### config.mk
export PLATFORM = sky130hd
export DESIGN_NAME = ray_dispatcher
export DESIGN_NICKNAME = d
export VERILOG_FILES = /design/src/rtl/ray_dispatcher_pkg.sv /design/src/rtl/ray_dispatcher_hit_fifo.sv /design/src/rtl/ray_dispatcher.sv
export SDC_FILE = /design/constraint.sdc
export NUM_CORES = 1
export LEC_CHECK = 0
export CAP_MARGIN = 20
export CORE_MARGIN = 2
export CORE_UTILIZATION = 50
export CTS_CLUSTER_SIZE = 24
export DETAILED_ROUTE_END_ITERATION = 10
export PLACE_DENSITY = 0.74
export REMOVE_ABC_BUFFERS = 1
export SLEW_MARGIN = 20
export SYNTH_ARGS = -nofsm -noshare
export SYNTH_HDL_FRONTEND = slang
export SYNTH_HIERARCHICAL = 1
export SYNTH_SLANG_ARGS = --single-unit
### constraint.sdc
create_clock -name clk -period 3.1 [get_ports clk]
set_input_delay 0.775 -clock clk [delete_from_list [all_inputs] [get_ports clk]]
set_output_delay 0.775 -clock clk [all_outputs]
set_load 0.01 [all_outputs]
### src/rtl/ray_dispatcher_pkg.sv
// Shared types and constants for the ray dispatcher and its result FIFO.
package ray_dispatcher_pkg;

    localparam int SCREEN_W     = 640;
    localparam int SCREEN_H     = 480;
    localparam int CORE_LATENCY = 5;
    localparam int FOCAL_Z_DEF  = 31;
    localparam int FIFO_DEPTH_DEF = 16;
    localparam int ADDR_W       = 19;
    localparam int COORD_W      = 16;
    localparam int RES_W        = 1 + ADDR_W + 1;

    typedef struct packed {
        logic signed [COORD_W-1:0] x;
        logic signed [COORD_W-1:0] y;
        logic signed [COORD_W-1:0] z;
    } Pixel_s;

    // Single sphere scene: centre and squared radius.
    typedef struct packed {
        logic signed [COORD_W-1:0] cx;
        logic signed [COORD_W-1:0] cy;
        logic signed [COORD_W-1:0] cz;
        logic        [COORD_W-1:0] radius_sq;
    } World_s;

    typedef enum logic [1:0] {
        ST_IDLE  = 2'd0,
        ST_RUN   = 2'd1,
        ST_DRAIN = 2'd2,
        ST_DONE  = 2'd3
    } disp_state_e;

endpackage

### src/rtl/ray_dispatcher_hit_fifo.sv
// Show-ahead synchronous FIFO for {hit, addr, last}; head reads as zero when empty.
module hit_fifo #(
    parameter int WIDTH = 21,
    parameter int DEPTH = 16
) (
    input  logic                      clk,
    input  logic                      rst_n,
    input  logic                      push,
    input  logic [WIDTH-1:0]          push_data,
    input  logic                      pop,
    output logic [WIDTH-1:0]          head,
    output logic                      valid,
    output logic [$clog2(DEPTH):0]    count
);
    localparam int AW = $clog2(DEPTH);

    logic [WIDTH-1:0] r_mem [DEPTH];
    logic [AW-1:0]    r_wr_ptr;
    logic [AW-1:0]    r_rd_ptr;
    logic [AW:0]      r_count;
    logic             w_do_push;
    logic             w_do_pop;

    // A pop frees a slot in the same cycle, so a full FIFO may still accept a push.
    assign w_do_pop  = pop && (r_count != '0);
    assign w_do_push = push && ((r_count != (AW+1)'(DEPTH)) || w_do_pop);

    always_ff @(posedge clk) begin
        if (!rst_n) begin
            r_wr_ptr <= '0;
            r_rd_ptr <= '0;
            r_count  <= '0;
        end else begin
            if (w_do_push) r_wr_ptr <= r_wr_ptr + 1'b1;
            if (w_do_pop)  r_rd_ptr <= r_rd_ptr + 1'b1;
            r_count <= r_count + (AW+1)'(w_do_push) - (AW+1)'(w_do_pop);
        end
    end

    always_ff @(posedge clk) begin
        if (w_do_push) r_mem[r_wr_ptr] <= push_data;
    end

    assign valid = (r_count != '0);
    assign head  = valid ? r_mem[r_rd_ptr] : '0;
    assign count = r_count;

endmodule

### src/rtl/ray_dispatcher.sv
// Frame sequencer for the ray-trace core: raster issue, latency realignment, in-order hit stream.
// Optional hit counter output enabled by defining RAY_HIT_COUNT_EN.
module ray_dispatcher
    import ray_dispatcher_pkg::*;
#(
    parameter int H_RES        = SCREEN_W,
    parameter int V_RES        = SCREEN_H,
    parameter int FOCAL_Z      = FOCAL_Z_DEF,
    parameter int CORE_LATENCY = ray_dispatcher_pkg::CORE_LATENCY,
    parameter int FIFO_DEPTH   = FIFO_DEPTH_DEF
) (
    input  logic               clk,
    input  logic               rst_n,
    input  logic               start,
    input  World_s             world_i,
    output logic               busy,
    output logic               frame_done,
    output World_s             core_world,
    output Pixel_s             core_pixel,
    input  logic               core_less_than_zero,
    output logic               res_valid,
    input  logic               res_ready,
    output logic               res_hit,
    output logic [ADDR_W-1:0]  res_addr,
    output logic               res_last
`ifdef RAY_HIT_COUNT_EN
    ,
    output logic [ADDR_W-1:0]  hit_count
`endif
);
    localparam int NPIX  = H_RES * V_RES;
    localparam int CNT_W = $clog2(FIFO_DEPTH) + 1;

    disp_state_e          r_state;
    disp_state_e          w_state_nxt;
    World_s               r_core_world;
    Pixel_s               r_core_pixel;
    Pixel_s               w_pix;
    logic [COORD_W-1:0]   r_col;
    logic [COORD_W-1:0]   r_row;
    logic [ADDR_W-1:0]    r_wr_addr;
    logic [CORE_LATENCY:0] r_vld_pipe;
    logic [CNT_W-1:0]     w_inflight;
    logic [CNT_W-1:0]     w_fifo_count;
    logic [CNT_W:0]       w_credit_sum;
    logic                 w_start_acc;
    logic                 w_issue;
    logic                 w_last_pix;
    logic                 w_push;
    logic                 w_pop;
    logic [RES_W-1:0]     w_push_data;
    logic [RES_W-1:0]     w_head;

    assign w_start_acc  = (r_state == ST_IDLE) && start;
    assign w_last_pix   = (r_col == COORD_W'(H_RES-1)) && (r_row == COORD_W'(V_RES-1));
    assign w_inflight   = CNT_W'($countones(r_vld_pipe));
    assign w_credit_sum = {1'b0, w_inflight} + {1'b0, w_fifo_count};
    assign w_issue      = (r_state == ST_RUN) && (w_credit_sum < (CNT_W+1)'(FIFO_DEPTH));
    // Bit k of the pipe marks the pixel presented k cycles ago; the top bit lines up with the core result.
    assign w_push       = r_vld_pipe[CORE_LATENCY];
    assign w_pop        = res_valid && res_ready;
    assign w_push_data  = {~core_less_than_zero, r_wr_addr, (r_wr_addr == ADDR_W'(NPIX-1))};

    assign w_pix.x = signed'(r_col) - COORD_W'(H_RES/2);
    assign w_pix.y = COORD_W'(V_RES/2) - signed'(r_row);
    assign w_pix.z = COORD_W'(FOCAL_Z);

    always_ff @(posedge clk) begin
        if (!rst_n) begin
            r_state      <= ST_IDLE;
            r_core_world <= '0;
            r_core_pixel <= '0;
            r_col        <= '0;
            r_row        <= '0;
            r_wr_addr    <= '0;
            r_vld_pipe   <= '0;
        end else begin
            r_state    <= w_state_nxt;
            r_vld_pipe <= {r_vld_pipe[CORE_LATENCY-1:0], w_issue};
            if (w_start_acc) begin
                r_core_world <= world_i;
                r_col        <= '0;
                r_row        <= '0;
                r_wr_addr    <= '0;
            end else begin
                if (w_issue) begin
                    r_core_pixel <= w_pix;
                    if (r_col == COORD_W'(H_RES-1)) begin
                        r_col <= '0;
                        r_row <= r_row + 1'b1;
                    end else begin
                        r_col <= r_col + 1'b1;
                    end
                end
                if (w_push) r_wr_addr <= r_wr_addr + 1'b1;
            end
        end
    end

    always_comb begin
        w_state_nxt = r_state;
        busy        = 1'b1;
        frame_done  = 1'b0;
        case (r_state)
            ST_IDLE: begin
                busy = 1'b0;
                if (start) w_state_nxt = ST_RUN;
            end
            ST_RUN: begin
                if (w_issue && w_last_pix) w_state_nxt = ST_DRAIN;
            end
            ST_DRAIN: begin
                if (w_pop && res_last) w_state_nxt = ST_DONE;
            end
            ST_DONE: begin
                frame_done  = 1'b1;
                w_state_nxt = ST_IDLE;
            end
            default: w_state_nxt = ST_IDLE;
        endcase
    end

    hit_fifo #(
        .WIDTH (RES_W),
        .DEPTH (FIFO_DEPTH)
    ) u_hit_fifo (
        .clk       (clk),
        .rst_n     (rst_n),
        .push      (w_push),
        .push_data (w_push_data),
        .pop       (w_pop),
        .head      (w_head),
        .valid     (res_valid),
        .count     (w_fifo_count)
    );

    assign {res_hit, res_addr, res_last} = w_head;
    assign core_world = r_core_world;
    assign core_pixel = r_core_pixel;

`ifdef RAY_HIT_COUNT_EN
    logic [ADDR_W-1:0] r_hit_count;

    always_ff @(posedge clk) begin
        if (!rst_n) begin
            r_hit_count <= '0;
        end else if (w_start_acc) begin
            r_hit_count <= '0;
        end else if (w_pop && res_hit) begin
            r_hit_count <= r_hit_count + 1'b1;
        end
    end

    assign hit_count = r_hit_count;
`endif

endmodule

==> results.ini, run 1 <==
[global_route]
busiest_layer=met2
use_met3_pct=5.73
antenna_found_initial=1
grt_pass1_vias=13597
grt.overflow.total=0
grt_max_degree=81
met2_usage_pct=38.6
globalRouteTotalUtil_pct=22.5
use_met1_pct=28.4
grt_pass1_wl_um=76100

[placement]
placed_cells=2245
place_congestion=0.808
io_buffers=193
hpwl_um=30000
place_ws_ns=-0.415
postPlaceCellArea_um2=23900

[pwr]
total_power_mw=18.2
power_leakage_nw=9.06
vdd_ir_drop_max_mv=0.446
power_density_nw_per_um2=688

[timing]
final-setup-viol-count=60
holdWs_ns=0.461
hold_violations=0
rsz0062_at_grt=true
min_period_ns=3.41
worstMarginPinSlew_ns=0.996
slew_headroom_pct=33.6
fin_crit_sh_pct=110
fin_tns_setup_ns=-9.91
slew_violations=0
final.setup.worst_slack_ns=-0.306
fmax_mhz=294
skew_ns=0.0150

[cts]
cts.reportedPaths.clkPinSlew_ns=0.07
htreeDepth=2
clock_latency_ns=0.57
cts_made_buffers=50
clock-sinks=509
holdBufCountCts=0
cts_tree=done
clock-root-buffer=clkbuf_16
clk_path_buf_depth=3

[floorplanning]
placementRows=74
io_pins=205
die_x_um=207
die-area_um2=43000
die_y_um=207
start_util_pct=50.7
core_um2=40800

[logic_synthesis]
synth_cell_types=56
syn-cell-area_um2=20700
synthTopCellsByArea=edfxtp_1 49%, dfxtp_1 17%, mux4_2 4.6%
yosys_warnings=6
synth.most_common_cell=edfxtp_1
ys_top_cells_by_count=336 x edfxtp_1, 206 x nand2_1, 173 x dfxtp_1
syn_inst=1527
synth_top_area_cell=edfxtp_1
synth-main-ff-cell=edfxtp_1
synth_top_area_share_pct=48.7
syn_avg_cell_area_um2=13.6
ys_ff_latch=509
seq_area_frac_synth_pct=65.5
synthArstFlopShare_pct=0
synth_edf_count=336

[worst_setup_path]
critPathMaxStageDelay_ns=0.57
startpoint_type=flop
cp_data_arrival_time_ns=3.91
cp-end-kind=flop
path_max_fanout=6
cp.buffers_inverters=4
required_ns=3.61
crit_type=flop to flop
crit_slowest_cell=fa_2
path_cells=fa_2 -> inv_2 -> fa_2 -> inv_2 -> ha_4 -> a21oi_4 -> o21ai_2 -> or4b_4 -> buf_6 -> buf_6 -> or4_4 -> a21oi_2
crit_family=adder cells

[routing]
drt-pass1-iter-count=7
routedWlPerCell_um=21.2
initialDrtViolationCount=1029
antenna_left=0
totalWireLength_um=50600
via_per_inst=5.67
drc=0
num_vias=13503

[finish]
design_area_um2=26400
n_antenna_cell=0
utilization_pct=64.6
fillCellCount=2886
stdcell_count=2383
nets=1909
drive_above_1_share_pct=20.3
layout-area-overhead-vs-synth_pct=27.5

[status]
violations=negative setup slack
status=finished, violations left

[run]
cap_violations=0

[min_path]
hold_path.class=flop to flop

-- tightest hold or removal path: stages (launching register included) --
cell and delay, ns:
dfxtp_1 0.31, nand2_1 0.04, a21boi_0 0.06
-- worst paths after layout --
check                                                  from                     endpoint  slack, ns  depth (start not counted)
worst max register to register     r_vld_pipe[0]$_SDFF_PN0_        r_row[8]$_SDFFE_PP0P_      -0.31                         12
worst max-delay path               r_vld_pipe[0]$_SDFF_PN0_        r_row[8]$_SDFFE_PP0P_      -0.31                         12
worst min-delay path            core_world[15]$_SDFFE_PN0P_  core_world[15]$_SDFFE_PN0P_       0.46                          2
worst min register to register  core_world[15]$_SDFFE_PN0P_  core_world[15]$_SDFFE_PN0P_       0.46                          2
-- cells in the final DEF, fill, tap and decap left out, types with 9 or more instances in the layout --
cell type	instances
and2_1	15
clkbuf_1	12
buf_12	31
xnor2_1	42
o211a_1	10
edfxtp_1	336
a221o_1	22
clkbuf_16	52
buf_6	21
xor2_1	19
o21ai_0	11
clkdlybuf4s50_1	170
mux2i_1	88
ha_1	21
inv_1	24
dfxtp_1	166
nor3_1	13
clkbuf_8	9
buf_4	78
nand4_1	17
nand3_1	30
nor4_1	10
clkinv_2	10
and3_1	25
nor2_2	12
a21oi_2	9
nor2_1	47
buf_2	20
nand2_1	204
conb_1	11
a21boi_0	77
mux4_2	42
a22oi_1	42
-- report_power, final --
part | leakage (nW) | internal, mW | switching [mW] | total (mW)
clock | 0.814 | 3.57 | 2.50 | 6.07
sequential | 4.55 | 7.42 | 0.193 | 7.61
combinational | 3.70 | 2.31 | 2.16 | 4.47
-- cells by family (layout without fill, tap and decap cells) --
kind of cell | count (synthesis) | count (layout) | share of synthesized area (%)
other cells | 1 | 11 | 0.0181
buf+inv | 134 | 446 | 3.04
fa+ha+maj | 30 | 30 | 1.92
xor+xnor | 62 | 62 | 2.62
simple gates | 449 | 451 | 10.4
flops | 509 | 509 | 65.5
mux | 130 | 130 | 8.83
compound gates | 212 | 212 | 7.67
-- sequential cells by signal, summed over array words and instances, names as in the netlist, 5 cells and up, named ones only --
register / flops
core_pixel: 33
u_hit_fifo/count: 5
core_world: 64
r_col: 16
r_wr_addr: 19
r_row: 16
r_vld_pipe: 6
u_hit_fifo/r_mem: 336
-- cell type report --
cell class,instances,area [µm²],area share [%]
clock buffer,72,1450,5.48
clock inverter,21,219,0.830
inverter,28,105,0.398
multi-input combinational,896,7050,26.7
sequential,509,13600,51.4
tap,532,666,2.52
timing repair buffer,325,3340,12.6
-- timing repair --
action,CTS,global route
resized for setup,135,86
cloned,4,3
buffers inserted,29,14
setup endpoints to repair,35,75
pin swaps,30,32
-- layer usage --
metal / up-vias / share of wire [%]
met3: 99 / 7.8
met5: - / 0.028
met1: 6729 / 39
met4: 2 / 2.8
met2: 476 / 50
li1: 6197 / -
No activity file was read; power rests on OpenSTA's default activity.
==> run 2, diff against run 1 <==
Settings changed: CAP_MARGIN 20 to not set, CORE_MARGIN 2 to not set.
==> results.ini, run 2 (synthesis results as in run 1) <==
[routing]
topRoutingLayerUsed=met4
drc=0
antenna_left=0
route.met3.wl_um=3660
initialDrtViolationCount=817
num_vias=13088
wl_met1_um=19100
totalWireLength_um=47100
via_per_inst=5.57
drt-pass1-iter-count=5
routedWlPerCell_um=20.1
wl_met2_um=23500

[placement]
io_buffers=193
hpwl_um=28000
place_congestion=0.818
postPlaceCellArea_um2=23800
placed_cells=2237

[finish]
drive_above_1_share_pct=17.1
layout-area-overhead-vs-synth_pct=24.8
nets=1874
fillCellCount=2949
layout_commonest_cell=edfxtp_1
max_flop_register=u_hit_fifo/r_mem
utilization_pct=63.3
largest_register_ffs=336
design_area_um2=25800
mostFrequentLayoutCells=336 x edfxtp_1, 204 x nand2_1, 170 x clkdlybuf4s50_1, 167 x dfxtp_1, 88 x mux2i_1
stdcell_count=2348

[cts]
cts_made_buffers=49
cts_tree=done
clock-root-buffer=clkbuf_16
clock_latency_ns=0.59
htreeDepth=2
holdBufCountCts=0
clk_path_buf_depth=3
cts.reportedPaths.clkPinSlew_ns=0.06
clock-sinks=509

[global_route]
grt.overflow.total=0
grt_max_degree=90
grt_pass1_wl_um=72100
antenna_found_initial=0
globalRouteTotalUtil_pct=22.4
grt_pass1_vias=13101

[floorplanning]
die_x_um=205
start_util_pct=50.7
placementRows=74
die-area_um2=42200
die_y_um=205
core_um2=40800
io_pins=205

[pwr]
power_density_nw_per_um2=683
power_leakage_nw=8.79
vdd_ir_drop_max_mv=0.484

[timing]
hold_violations=0
final.setup.worst_slack_ns=-0.275
worstMarginPinSlew_ns=0.704
fmax_mhz=296
slew_headroom_pct=53.0
fin_crit_sh_pct=109
final-setup-viol-count=33
skew_ns=0.0211
fin_tns_setup_ns=-6.04
slew_violations=0
min_period_ns=3.37
rsz0062_at_grt=true

[min_path]
hold_path.class=flop to flop

[worst_setup_path]
cp.buffers_inverters=4
startpoint_type=flop
path_max_fanout=8
required_ns=2.32
crit_slowest_cell=or4b_4
crit_type=flop to output port
cp-end-kind=output port
cp_data_arrival_time_ns=2.60
crit_family=simple AND/OR/NAND/NOR gates
critPathMaxStageDelay_ns=0.45
path_cells=inv_2 -> ha_4 -> or4b_4 -> buf_6 -> and3_4 -> buf_12 -> a221o_1 -> buf_2

[status]
violations=negative setup slack
status=finished, violations left

[run]
cap_violations=0

## run 2: repair_timing
action / 4_1_cts / 5_1_grt
pin swaps: 30 / 10
resized for setup: 129 / 27
cloned: 4 / 3
setup buffers: 7 / 5
endpoints found under the setup margin: 37 / 84
## run 2: area by class of cell
type                    count  area (µm²)  area share (%)
diodes                      1        2.50         0.00969
well taps                 532         666            2.58
flip-flops and latches    509       13600            52.5
repair buffers            291        3050            11.8
clock buffers              64        1350            5.24
clock inverters            27         243           0.940
inverters                  28         105           0.407
multi-input cells         896        6850            26.5
## run 2: through the flow
step	power, mW	hold slack, ns	setup slack [ns]
floorplan	9.94	0.430	-2.68
global placement	11.6	0.449	-0.295
detailed placement	11.6	0.456	-0.330
CTS	17.6	0.465	-0.348
global route	18.4	0.484	-0.358
finish	17.6	0.458	-0.275
## run 2: per-layer routing
layer | GRT usage, % | up-vias
met5 | 0 | -
met4 | 5.40 | 0
met3 | 5.89 | 61
met2 | 38.5 | 422
met1 | 28.2 | 6481
li1 | - | 6124
## run 2: worst paths after layout
kind                                               endpoint                      startpoint  slack, ns  depth (start not counted)
worst max-delay path                            res_addr[1]  u_hit_fifo/count[2]$_SDFF_PN0_      -0.27                          8
worst min-delay path            core_pixel[25]$_SDFFE_PN0P_     core_pixel[25]$_SDFFE_PN0P_       0.46                          2
worst max register to register       r_row[11]$_SDFFE_PP0P_        r_vld_pipe[3]$_SDFF_PN0_      -0.15                         11
worst min register to register  core_pixel[25]$_SDFFE_PN0P_     core_pixel[25]$_SDFFE_PN0P_       0.46                          2
## run 2: worst register-to-register path, stage by stage (launching register included)
cell and delay [ns]:
dfxtp_2 0.33, fa_1 0.53, inv_1 0.05, fa_1 0.49, inv_2 0.05, ha_4 0.21, a21oi_4 0.14, o21ai_2 0.10
or4b_4 0.52, buf_6 0.16, or4_4 0.48, a21oi_2 0.13
## run 2: power by group
part           total, mW  switching (mW)  internal [mW]  leakage, nW
registers           7.61           0.187           7.42         4.55
clock network       5.87            2.47           3.41        0.774
logic               4.16            2.05           2.11         3.47
==> run 3, diff against run 2 <==
Settings changed: CORE_MARGIN set to 4, CTS_CLUSTER_SIZE 24 to not set.
==> results.ini, run 3 (synthesis results as in run 1) <==
[status]
status=finished, violations left
violations=negative setup slack

[placement]
io_buffers=193
hpwl_um=29600
place_congestion=0.818

[timing]
slew_violations=0
final.setup.worst_slack_ns=-0.282
fin_tns_setup_ns=-6.74
rsz0062_at_grt=true
fin_crit_sh_pct=109
slew_headroom_pct=49.3
min_period_ns=3.38
hold_violations=0
worstMarginPinSlew_ns=0.759
final-setup-viol-count=34
skew_ns=0.0141
fmax_mhz=296

[finish]
max_flop_register=u_hit_fifo/r_mem
mostFrequentLayoutCells=336 x edfxtp_1, 204 x nand2_1, 170 x clkdlybuf4s50_1, 168 x dfxtp_1, 88 x mux2i_1
utilization_pct=63.7
fillCellCount=2877
layout-area-overhead-vs-synth_pct=25.7
layout_commonest_cell=edfxtp_1
largest_register_ffs=336
drive_above_1_share_pct=18.6
seqCellArea_um2=13600
n_antenna_cell=0
multiInputGateArea_um2=6920
nets=1889

[pwr]
vdd_ir_drop_max_mv=0.552
power_leakage_nw=8.94
power_density_nw_per_um2=691
p_clk_share_pct=34.2
pwr-share-seq_pct=42.2
total_power_mw=18.0
switching_share_pct=26.5
internal-power_mw=13.2
switchingPower_mw=4.77
combPwrFrac_pct=23.6

[worst_setup_path]
crit_type=flop to output port
rrSetupSlack_ns=-0.27
startpoint_type=flop
cp-end-kind=output port
cp_data_arrival_time_ns=2.61
r2r-end=r_row[11]$_SDFFE_PP0P_
rr_startpoint=r_vld_pipe[0]$_SDFF_PN0_
path_max_fanout=6
required_ns=2.32
reg2regPathDepth=11

[cts]
cts.reportedPaths.clkPinSlew_ns=0.07
clock_latency_ns=0.57
holdBufCountCts=0
cts_made_buffers=49
clock-root-buffer=clkbuf_16
htreeDepth=2
cts_tree=done
clock-sinks=509
clk_path_buf_depth=3

[global_route]
grt_pass1_wl_um=73400
grt_pass1_vias=13317
grt.overflow.total=0
globalRouteTotalUtil_pct=20.8
grt_max_degree=71
antenna_found_initial=0

[run]
cap_violations=0

[routing]
num_vias=13193
drt-pass1-iter-count=5
drc=0
totalWireLength_um=48100
initialDrtViolationCount=954
antenna_left=0
routedWlPerCell_um=20.3
via_per_inst=5.58

[min_path]
hold_depth=2
min_to=core_pixel[22]$_SDFFE_PN0P_
min_from=core_pixel[22]$_SDFFE_PN0P_
hold_path.class=flop to flop

[floorplanning]
die-area_um2=44700
io_pins=205
die_x_um=211
core_um2=40800
start_util_pct=50.7
placementRows=74
die_y_um=211

[run 3: cell types whose count changed in the layout (fill, tap and decap cells not counted), sizes merged]
cell      delta
clkinv       -7
inv          +1
clkbuf       +8
clkinvlp     -3
buf         +15
bufinv       +2
diode        -1
[run 3: cell type report]
type | instances | share of cell area (%)
Clock inverter | 20 | 1.03
Timing Repair Buffer | 306 | 11.9
Tap cell | 532 | 2.56
Clock buffer | 72 | 5.44
Inverter | 28 | 0.404
Multi-Input combinational cell | 896 | 26.6
Sequential cell | 509 | 52.1
[run 3: worst max-delay path, cell delays in order (launching register included)]
cell,delay [ns]
dfxtp_2,0.32
inv_2,0.08
ha_4,0.13
or4b_4,0.47
buf_8,0.16
nor2b_4,0.17
and3_4,0.18
a221o_1,0.35
buf_2,0.18
[run 3: layer usage]
metal	global-route usage (%)	routed length (µm)	vias up
li1	-	-	6155
met4	6.18	1120	0
met2	35.6	24000	430
met1	26.3	19400	6522
met3	5.53	3570	86
met5	0	0	-
[run 3: power groups by stage]
stage	combinational, mW	sequential (mW)	clock [mW]
after CTS	4.08	7.59	6.28
after detailed placement	3.96	7.73	0
final	4.24	7.59	6.16
after global routing	4.57	7.62	6.57
after floorplan	1.92	8.01	0
after global placement	3.89	7.71	0
[run 3: timing repair]
item / CTS / global route
pin swaps: 24 / 17
gates cloned: 3 / 4
endpoints found under the setup margin: 55 / 87
setup buffers: 12 / 4
gates resized for setup: 125 / 62
[run 3: worst max-delay path by stage]
stage | slack (ns) | startpoint | endpoint
after global routing | -0.38 | r_vld_pipe[0]$_SDFF_PN0_ | r_row[11]$_SDFFE_PP0P_
final | -0.28 | u_hit_fifo/count[3]$_SDFF_PN0_ | res_last
after floorplan | -2.68 | flop | r_state[0]$_SDFFE_PN0P_
after CTS | -0.32 | u_hit_fifo/count[3]$_SDFF_PN0_ | res_addr[14]
after global placement | -0.28 | res_ready | u_hit_fifo/count[4]$_SDFF_PN0_
after detailed placement | -0.41 | res_ready | u_hit_fifo/count[4]$_SDFF_PN0_
[run 3: per-stage QoR]
step           cell area [µm²]  worst slack [ns]  std cells  hold slack (ns)
2_1_floorplan            20200             -2.68       1431            0.430
3_3_place_gp             23900            -0.278       2248            0.448
3_5_place_dp             23900            -0.407       2248            0.457
4_1_cts                  25700            -0.320       2355            0.464
5_1_grt                  26000            -0.377       2363            0.484
6_report                 26000            -0.282       2363            0.449
